## config.mk

```make
export PLATFORM = sky130hd
export DESIGN_NAME = truth_table_sweeper_flat
export DESIGN_NICKNAME = d
export VERILOG_FILES = /design/src/rtl/truth_table_sweeper_if.sv /design/src/rtl/truth_table_sweeper.sv /design/src/flat_wrapper.sv
export SDC_FILE = /design/constraint.sdc
export NUM_CORES = 1
export LEC_CHECK = 0
export ABC_CLOCK_PERIOD_IN_PS = 2000
export CAP_MARGIN = 10
export CORE_MARGIN = 4
export CORE_UTILIZATION = 45
export DETAILED_ROUTE_END_ITERATION = 10
export PLACE_DENSITY = 0.77
export SLEW_MARGIN = 20
export SYNTH_ARGS = -nofsm -noshare
export SYNTH_HDL_FRONTEND = slang
export SYNTH_SLANG_ARGS = --single-unit
```

## constraint.sdc

```tcl
create_clock -name clk -period 2 [get_ports clk]
set_clock_uncertainty 0.2 [all_clocks]
set_input_delay 0.6 -clock clk [delete_from_list [all_inputs] [get_ports clk]]
set_output_delay 0.6 -clock clk [all_outputs]
set_load 0.01 [all_outputs]
```

## src/rtl/truth_table_sweeper_if.sv

```systemverilog
// Bundle of signals between the truth-table sweep engine and the
// logic that commands it and observes its results.
// - The slave side is the sweeper itself.
// - The master side issues start and the expected table, provides the
//   function output, and reads back the sweep results.
interface truth_table_sweeper_if #(
    parameter int N_IN = 3
);
    localparam int TW = 2 ** N_IN;

    logic            start;
    logic [TW-1:0]   expected;
    logic            f_in;
    logic [N_IN-1:0] vec_out;
    logic            busy;
    logic            done;
    logic [TW-1:0]   table_out;
    logic [N_IN:0]   err_count;
    logic            pass;

    modport master (
        output start,
        output expected,
        output f_in,
        input  vec_out,
        input  busy,
        input  done,
        input  table_out,
        input  err_count,
        input  pass
    );

    modport slave (
        input  start,
        input  expected,
        input  f_in,
        output vec_out,
        output busy,
        output done,
        output table_out,
        output err_count,
        output pass
    );

endinterface

```

## src/rtl/truth_table_sweeper.sv

```systemverilog
// Truth-table sweep engine.
// - Walks every input combination of an N_IN-input function.
// - Holds each vector for SETTLE_CYC cycles, then captures the function
//   output for one more cycle.
// - Builds the observed truth table and counts the positions that
//   differ from the expected table latched when the sweep started.
module truth_table_sweeper #(
    parameter int N_IN       = 3,
    parameter int SETTLE_CYC = 1
) (
    input  logic                 clk,
    input  logic                 reset,
    truth_table_sweeper_if.slave sweep_bus
);

    localparam int TW    = 2 ** N_IN;
    localparam int ERR_W = N_IN + 1;
    localparam int SW    = (SETTLE_CYC > 1) ? $clog2(SETTLE_CYC) : 1;

    // Last settle count before moving on to capture, and last vector index
    localparam logic [SW-1:0]   SETTLE_LAST = SW'(SETTLE_CYC - 1);
    localparam logic [N_IN-1:0] IDX_LAST    = '1;

    typedef enum logic [1:0] {
        IDLE,
        DRIVE,
        CAPTURE,
        DONE
    } state_t;

    state_t           state_q, state_d;
    logic [N_IN-1:0]  idx_q, idx_d;
    logic [SW-1:0]    settle_q, settle_d;
    logic [TW-1:0]    exp_q, exp_d;
    logic [TW-1:0]    table_q, table_d;
    logic [ERR_W-1:0] err_q, err_d;

    // State and datapath registers; reset clears everything at once, even mid-sweep
    always_ff @(posedge clk or posedge reset) begin
        if (reset) begin
            state_q  <= IDLE;
            idx_q    <= '0;
            settle_q <= '0;
            exp_q    <= '0;
            table_q  <= '0;
            err_q    <= '0;
        end else begin
            state_q  <= state_d;
            idx_q    <= idx_d;
            settle_q <= settle_d;
            exp_q    <= exp_d;
            table_q  <= table_d;
            err_q    <= err_d;
        end
    end

    // Next-state and datapath updates; start is only honoured from IDLE or DONE
    always_comb begin
        state_d  = state_q;
        idx_d    = idx_q;
        settle_d = settle_q;
        exp_d    = exp_q;
        table_d  = table_q;
        err_d    = err_q;

        case (state_q)
            IDLE, DONE: begin
                if (sweep_bus.start) begin
                    exp_d    = sweep_bus.expected;
                    table_d  = '0;
                    err_d    = '0;
                    idx_d    = '0;
                    settle_d = '0;
                    state_d  = DRIVE;
                end
            end
            DRIVE: begin
                if (settle_q == SETTLE_LAST) begin
                    settle_d = '0;
                    state_d  = CAPTURE;
                end else begin
                    settle_d = settle_q + SW'(1);
                end
            end
            CAPTURE: begin
                table_d[idx_q] = sweep_bus.f_in;
                if (sweep_bus.f_in != exp_q[idx_q]) begin
                    err_d = err_q + ERR_W'(1);
                end
                if (idx_q == IDX_LAST) begin
                    state_d = DONE;
                end else begin
                    idx_d   = idx_q + N_IN'(1);
                    state_d = DRIVE;
                end
            end
            default: begin
                state_d = IDLE;
            end
        endcase
    end

    // The vector follows the index, which stays on the last vector once the sweep ends
    assign sweep_bus.vec_out   = idx_q;
    assign sweep_bus.busy      = (state_q == DRIVE) || (state_q == CAPTURE);
    assign sweep_bus.done      = (state_q == DONE);
    assign sweep_bus.table_out = table_q;
    assign sweep_bus.err_count = err_q;
    assign sweep_bus.pass      = (state_q == DONE) && (err_q == '0);

endmodule
```

## src/flat_wrapper.sv

```systemverilog
// flat-port wrapper written by rule: the top's interface ports become plain ports
module truth_table_sweeper_flat 
#(
    parameter int N_IN       = 3,
    parameter int SETTLE_CYC = 1
)
  (clk, reset, sweep_bus_start, sweep_bus_expected, sweep_bus_f_in, sweep_bus_vec_out, sweep_bus_busy, sweep_bus_done, sweep_bus_table_out, sweep_bus_err_count, sweep_bus_pass);
  truth_table_sweeper_if #(.N_IN(N_IN)) sweep_bus_i ();
  input  logic clk;
  input  logic reset;
  input wire logic [$bits(sweep_bus_i.start)-1:0] sweep_bus_start;
  input wire logic [$bits(sweep_bus_i.expected)-1:0] sweep_bus_expected;
  input wire logic [$bits(sweep_bus_i.f_in)-1:0] sweep_bus_f_in;
  output wire logic [$bits(sweep_bus_i.vec_out)-1:0] sweep_bus_vec_out;
  output wire logic [$bits(sweep_bus_i.busy)-1:0] sweep_bus_busy;
  output wire logic [$bits(sweep_bus_i.done)-1:0] sweep_bus_done;
  output wire logic [$bits(sweep_bus_i.table_out)-1:0] sweep_bus_table_out;
  output wire logic [$bits(sweep_bus_i.err_count)-1:0] sweep_bus_err_count;
  output wire logic [$bits(sweep_bus_i.pass)-1:0] sweep_bus_pass;
  assign sweep_bus_i.start = sweep_bus_start;
  assign sweep_bus_i.expected = sweep_bus_expected;
  assign sweep_bus_i.f_in = sweep_bus_f_in;
  assign sweep_bus_vec_out = sweep_bus_i.vec_out;
  assign sweep_bus_busy = sweep_bus_i.busy;
  assign sweep_bus_done = sweep_bus_i.done;
  assign sweep_bus_table_out = sweep_bus_i.table_out;
  assign sweep_bus_err_count = sweep_bus_i.err_count;
  assign sweep_bus_pass = sweep_bus_i.pass;
  truth_table_sweeper #(.N_IN(N_IN), .SETTLE_CYC(SETTLE_CYC)) u_core (.clk(clk), .reset(reset), .sweep_bus(sweep_bus_i));
endmodule
```

Word-level counts from Yosys, hierarchy flattened
Cells that the tools add are included.
- add/subtract/negate cells: 3
- multiplexer cells: 20
- magnitude comparators: 2
- eq/ne operators: 9
- reduce and logical (&&, ||, !) cells: 14
- operators with widths (operator ; number):
    $pmux 8 s2 ; 1
    $bwmux 8 ; 1
    $mux 4 ; 2
    $mux 8 ; 1
    $pmux 4 s2 ; 1
    $reduce_and 2->1 ; 4
    $mux 2 ; 3
    $mux 3 ; 2
    $ne 2x2->1 const B ; 3
    $pmux 2 s3 ; 1
    $pmux 3 s2 ; 1
    $reduce_and 3->1 ; 2
    $add 4x1->4 const B ; 1
    $eq 2x2->1 const B ; 2
    $logic_not 4->1 ; 1
    $lt 3x4->1 const B ; 1
    $mux 1 ; 4
    $reduce_bool 2->1 ; 2
    $add 3x1->3 const B ; 1
    $bmux 1 s3 ; 1
    $demux 1 s3 ; 1
    $eq 3x3->1 const B ; 1
    $ge 3x1->1 const B ; 1
    $eq 2x1->1 const B ; 1
    8 further kinds ; 9
- bits in registers: 26
- logic and storage cells: 54
- input port bits: 12
- output and inout bits: 18

Logic depth before layout (Yosys ltp)
- depth after elaboration: 6
- gate-level depth with buffers: 8
- gate-level depth less buffers: 7

Least setup slack after synthesis
No wires, ideal clock.
- path type: reg2reg
- start: register u_core.idx_q[0] (netlist: u_core.sweep_bus.vec_out[0])
- end: register u_core.err_q[3] (netlist: u_core.sweep_bus.err_count[3])
- stages on the path, launching flop included: 6
- setup slack: -177 ps
- clock period less this slack: 2177 ps
- data required time: 1731 ps
- path buffers: 0
- arrival: 1908 ps
- path through: dfrtp_1 -> mux4_1 -> mux2i_2 -> xor2_2 -> or4_1 -> nand3_1
- cells in the longest elaborated chain, start to end: 5
- RTL lines (item ; line ; RTL):
    from (decl) ; truth_table_sweeper.sv:32 ; logic [N_IN-1:0] idx_q, idx_d;
    from (signal assigned) ; truth_table_sweeper.sv:49 ; idx_q <= idx_d;
    $bmux 1 s3 ; truth_table_sweeper.sv:87 ; if (sweep_bus.f_in != exp_q[idx_q]) begin
    $mux 1 (implied by the code) ; truth_table_sweeper.sv:87 ;
    $ne 1x1->1 ; truth_table_sweeper.sv:87 ;
    $ne 2x1->1 (no source line) ; - ;
    $reduce_and 3->1 (no source line) ; - ;
    to (signal assigned) ; truth_table_sweeper.sv:53 ; err_q <= err_d;
    to (decl) ; truth_table_sweeper.sv:36 ; logic [ERR_W-1:0] err_q, err_d;
Every way passes these cells. The select of a mux whose other input is x is not followed.
A chain may end at the register's enable or synchronous reset.

Worst setup path after layout
- start: register u_core.state_q[0]
- end: output sweep_bus_busy
- cells in the longest elaborated chain, start to end: 2
- RTL lines (item ; line ; RTL):
    from (decl) ; truth_table_sweeper.sv:31 ; state_t state_q, state_d;
    from (signal assigned) ; truth_table_sweeper.sv:48 ; state_q <= state_d;
    $eq 2x1->1 or $eq 2x2->1 (tied branches) ; truth_table_sweeper.sv:105 ; assign sweep_bus.busy = (state_q == DRIVE) || (state_q == CAPTURE);
    $logic_or 1x1->1 * ; truth_table_sweeper.sv:105 ;
    to (decl) ; flat_wrapper.sv:15 ; output wire logic [$bits(sweep_bus_i.busy)-1:0] sweep_bus_busy;
Mark *: on every way between the ends. The rest lies on a longest branch, timed or not.

==> impl_metrics.csv <==
group,metric,value,unit
floorplan,die-height,63.3,um
global_route,track_usage,0.169,
placed_design,portBuffers,29,
finish,synthToLayoutAreaGrowth,49.9,%
logic_synthesis,syn_avg_cell_area,10.9,sq um
sta,setup_tns,-0.615,ns
detailed_routing,post_drt_via_cell_ratio,5.40,
sta,fin_crit_sh,1.07,
global_route,grt_max_degree,26,
run_status,outcome,"finished, violations left",
clocking,cts_buffers,3,
placed_design,place_hpwl,2.25,mm
critical_path,cp_data_required_time,1.20,ns
detailed_routing,vias,1183,
detailed_routing,drc,0,
logic_synthesis,yosysTopAreaCellShare,0.455,
critical_path,worstRegToRegCells,6,
critical_path,cp-start-kind,"register",
floorplan,ioPinCount,30,
logic_synthesis,yosys-top-cells-area,"dfrtp_1 46%, mux2_1 6.6%, ha_1 6.4%",
power,internal-power,0.00167,W
clocking,ctsHoldBuffers,0,
sta,hold_violations,0,
sta,setup_viol,8,
floorplan,chipWidth,63.3,um
power,p_leak,1.00,nW
clocking,cts.sinks,25,
sta,tightestPinTransition,0.427,ns
power,vdd_ir_drop_max,0.681,mV
sta,drv_slew,0,
logic_synthesis,ys_ff_latch,25,
logic_synthesis,synth_ff_type,"dfrtp_1",
clocking,clk_latency,0.33,ns
sta,slew_headroom,0.715,
detailed_routing,wl_per_cell,14.7,um
power,p_per_area,1300,nW/um^2
logic_synthesis,ys_top_cells_by_count,"25 x dfrtp_1, 16 x nand2_1, 11 x o21ai_1, 8 x inv_1, 8 x mux2_1",
critical_path,cp_data_arrival_time,1.33,ns
global_route,grt-ovfl-total,0,
floorplan,coreArea,2830,sq um
finish,diodes,0,
power,p_sw_frac,0.377,
logic_synthesis,synthesis.area,1370,sq um
clocking,cts_root_buf,"clkbuf_4",
power,seqPwrFrac,0.275,
power,p_total,0.00268,W
placed_design,place_congestion,0.775,
logic_synthesis,seq_area_frac_synth,0.455,
finish,nets,208,
global_route,grt_pass1_wl,5.46,mm
sta,layout_min_cycle_time,2.13,ns
floorplan,rows,19,
clocking,ctsHtreeMaxLevel,1,
detailed_routing,drtPass1Iterations,4,
logic_synthesis,ys_types,36,
critical_path,cp_max_fo,2,
logic_synthesis,muxShareOfSynthArea,0.176,
logic_synthesis,synth_xor_area_frac,0.0118,
sta,max_freq,0.469,GHz
hold_path,whs_path_depth,1,
floorplan,start_util,0.486,
flow_run,cap_violations,0,
sta,fin_ws,-0.131,ns
global_route,grt_pass1_vias,1225,
detailed_routing,drt_iter0_drc,34,
logic_synthesis,synth_cells,126,
clocking,cts.clk_slew.worst_paths,0.13,ns
global_route,grt_antenna_before_repair,0,
sta,rsz0062_at_grt,"true",
logic_synthesis,synth_top_cell_by_area,"dfrtp_1",
critical_path,cp-end-kind,"output pin",
clocking,cts_tree,"done",
power,p_clk_frac,0.088,
clocking,cts_buffer_depth,2,
logic_synthesis,synth_nets,145,
logic_synthesis,synth_compound_area_frac,0.118,
logic_synthesis,yosys.cell_count.top_type,"dfrtp_1",
floorplan,die_area,4000,sq um
logic_synthesis,synth-warning-count,0,
logic_synthesis,synth_edf_count,0,
finish,layout-drive-gt1-share,0.351,
logic_synthesis,synth_top_family_by_area,"multiplexers",
run_status,violations,"negative setup slack",
detailed_routing,ant_nets,0,
logic_synthesis,async_reset_ff_frac,1.00,
hold_path,hp-class,"reg -> reg",
power,power_frac_comb,0.637,
detailed_routing,route.final.wire_length,3.22,mm
logic_synthesis,synthSimpleGateAreaFrac,0.117,
critical_path,critPathKind,"reg -> out",
logic_synthesis,synthAdderAreaFrac,0.0638,
power,switchingPower,0.00101,W
[layer usage]
| layer | global-route usage | vias up | share of wire |
|---|---|---|---|
| met5 | 0 | - | 0 |
| met4 | 0.0647 | 0 | 0.011 |
| met3 | 0.0320 | 4 | 0.049 |
| met2 | 0.296 | 34 | 0.52 |
| met1 | 0.204 | 574 | 0.42 |
| li1 | - | 571 | - |
[kinds of logic (layout without fill, tap and decap cells)]
logic type,count (synthesis),after routing
flops,25,25
buf+inv,15,77
mux,19,19
simple gates,34,34
xor+xnor,1,1
compound gates,25,25
fa+ha+maj,7,7
[power by group through the flow]
stage	Combinational (W)	Clock [W]	Sequential [W]
2_1_floorplan	0.000757	0	0.000772
3_3_place_gp	0.00132	0	0.000749
3_5_place_dp	0.00137	0	0.000757
4_1_cts	0.00150	0.000244	0.000736
5_1_grt	0.00186	0.000262	0.000760
6_report	0.00171	0.000236	0.000738
[worst paths after layout]
path	from	end	slack (ns)
worst max-delay path	u_core.state_q[0]	sweep_bus_busy	-0.13
worst min-delay path	u_core.exp_q[5]	u_core.exp_q[5]	0.30
worst max register to register	u_core.sweep_bus.vec_out[0]	u_core.sweep_bus.err_count[0]	-0.11
worst min register to register	u_core.exp_q[5]	u_core.exp_q[5]	0.30
max in group asynchronous	reset	u_core.sweep_bus.err_count[0]	0.95
min in group asynchronous	reset	u_core.exp_q[6]	0.39
[worst max-delay path, stage by stage, from the launching register on]
cell and delay, ns:
dfrtp_1 0.44, buf_6 0.13, inv_4 0.03, ha_4 0.26, inv_2 0.04, buf_6 0.11
[cells in the final DEF, fill, tap and decap left out, drive strengths merged, types with 7 or more instances in the layout]
master         count
mux2               9
o21ai             11
clkdlybuf4s50     11
buf               37
dfrtp             25
nand2             16
ha                 7
dlygate4sd2       12
mux2i              8
inv                9
[final cells by class]
cell class / instances / area [sq um]
Clock buffer: 3 / 22.5
Clock inverter: 1 / 7.51
Fill cell: 202 / 769
Inverter: 10 / 53.8
Multi-Input combinational cell: 86 / 753
Sequential cell: 25 / 627
Tap cell: 31 / 38.8
Timing Repair Buffer: 63 / 557
[repair_timing]
action	4_1_cts	5_1_grt
resized for setup	40	20
setup buffers	10	2
setup endpoints to repair	22	20
endpoints found under the hold margin	0	0
pin swaps	4	5
[flip-flops by register name, summed over array words and instances (netlist names)]
name	flops
u_core.sweep_bus.err_count	4
u_core.sweep_bus.vec_out	3
u_core.exp_q	8
u_core.state_q	2
u_core.sweep_bus.table_out	8
[metrics by stage]
stage | instances | utilization | area (sq um) | hold WS (ns) | setup slack [ns]
floorplan | 126 | - | 1380 | 0.259 | -0.0560
global placement | 204 | 0.655 | 1850 | 0.268 | -0.193
detailed placement | 204 | 0.655 | 1850 | 0.280 | -0.247
CTS | 218 | 0.700 | 1980 | 0.311 | -0.146
global route | 219 | 0.728 | 2060 | 0.334 | -0.183
finish | 219 | 0.728 | 2060 | 0.302 | -0.131
(Power assumes the default switching activity.)
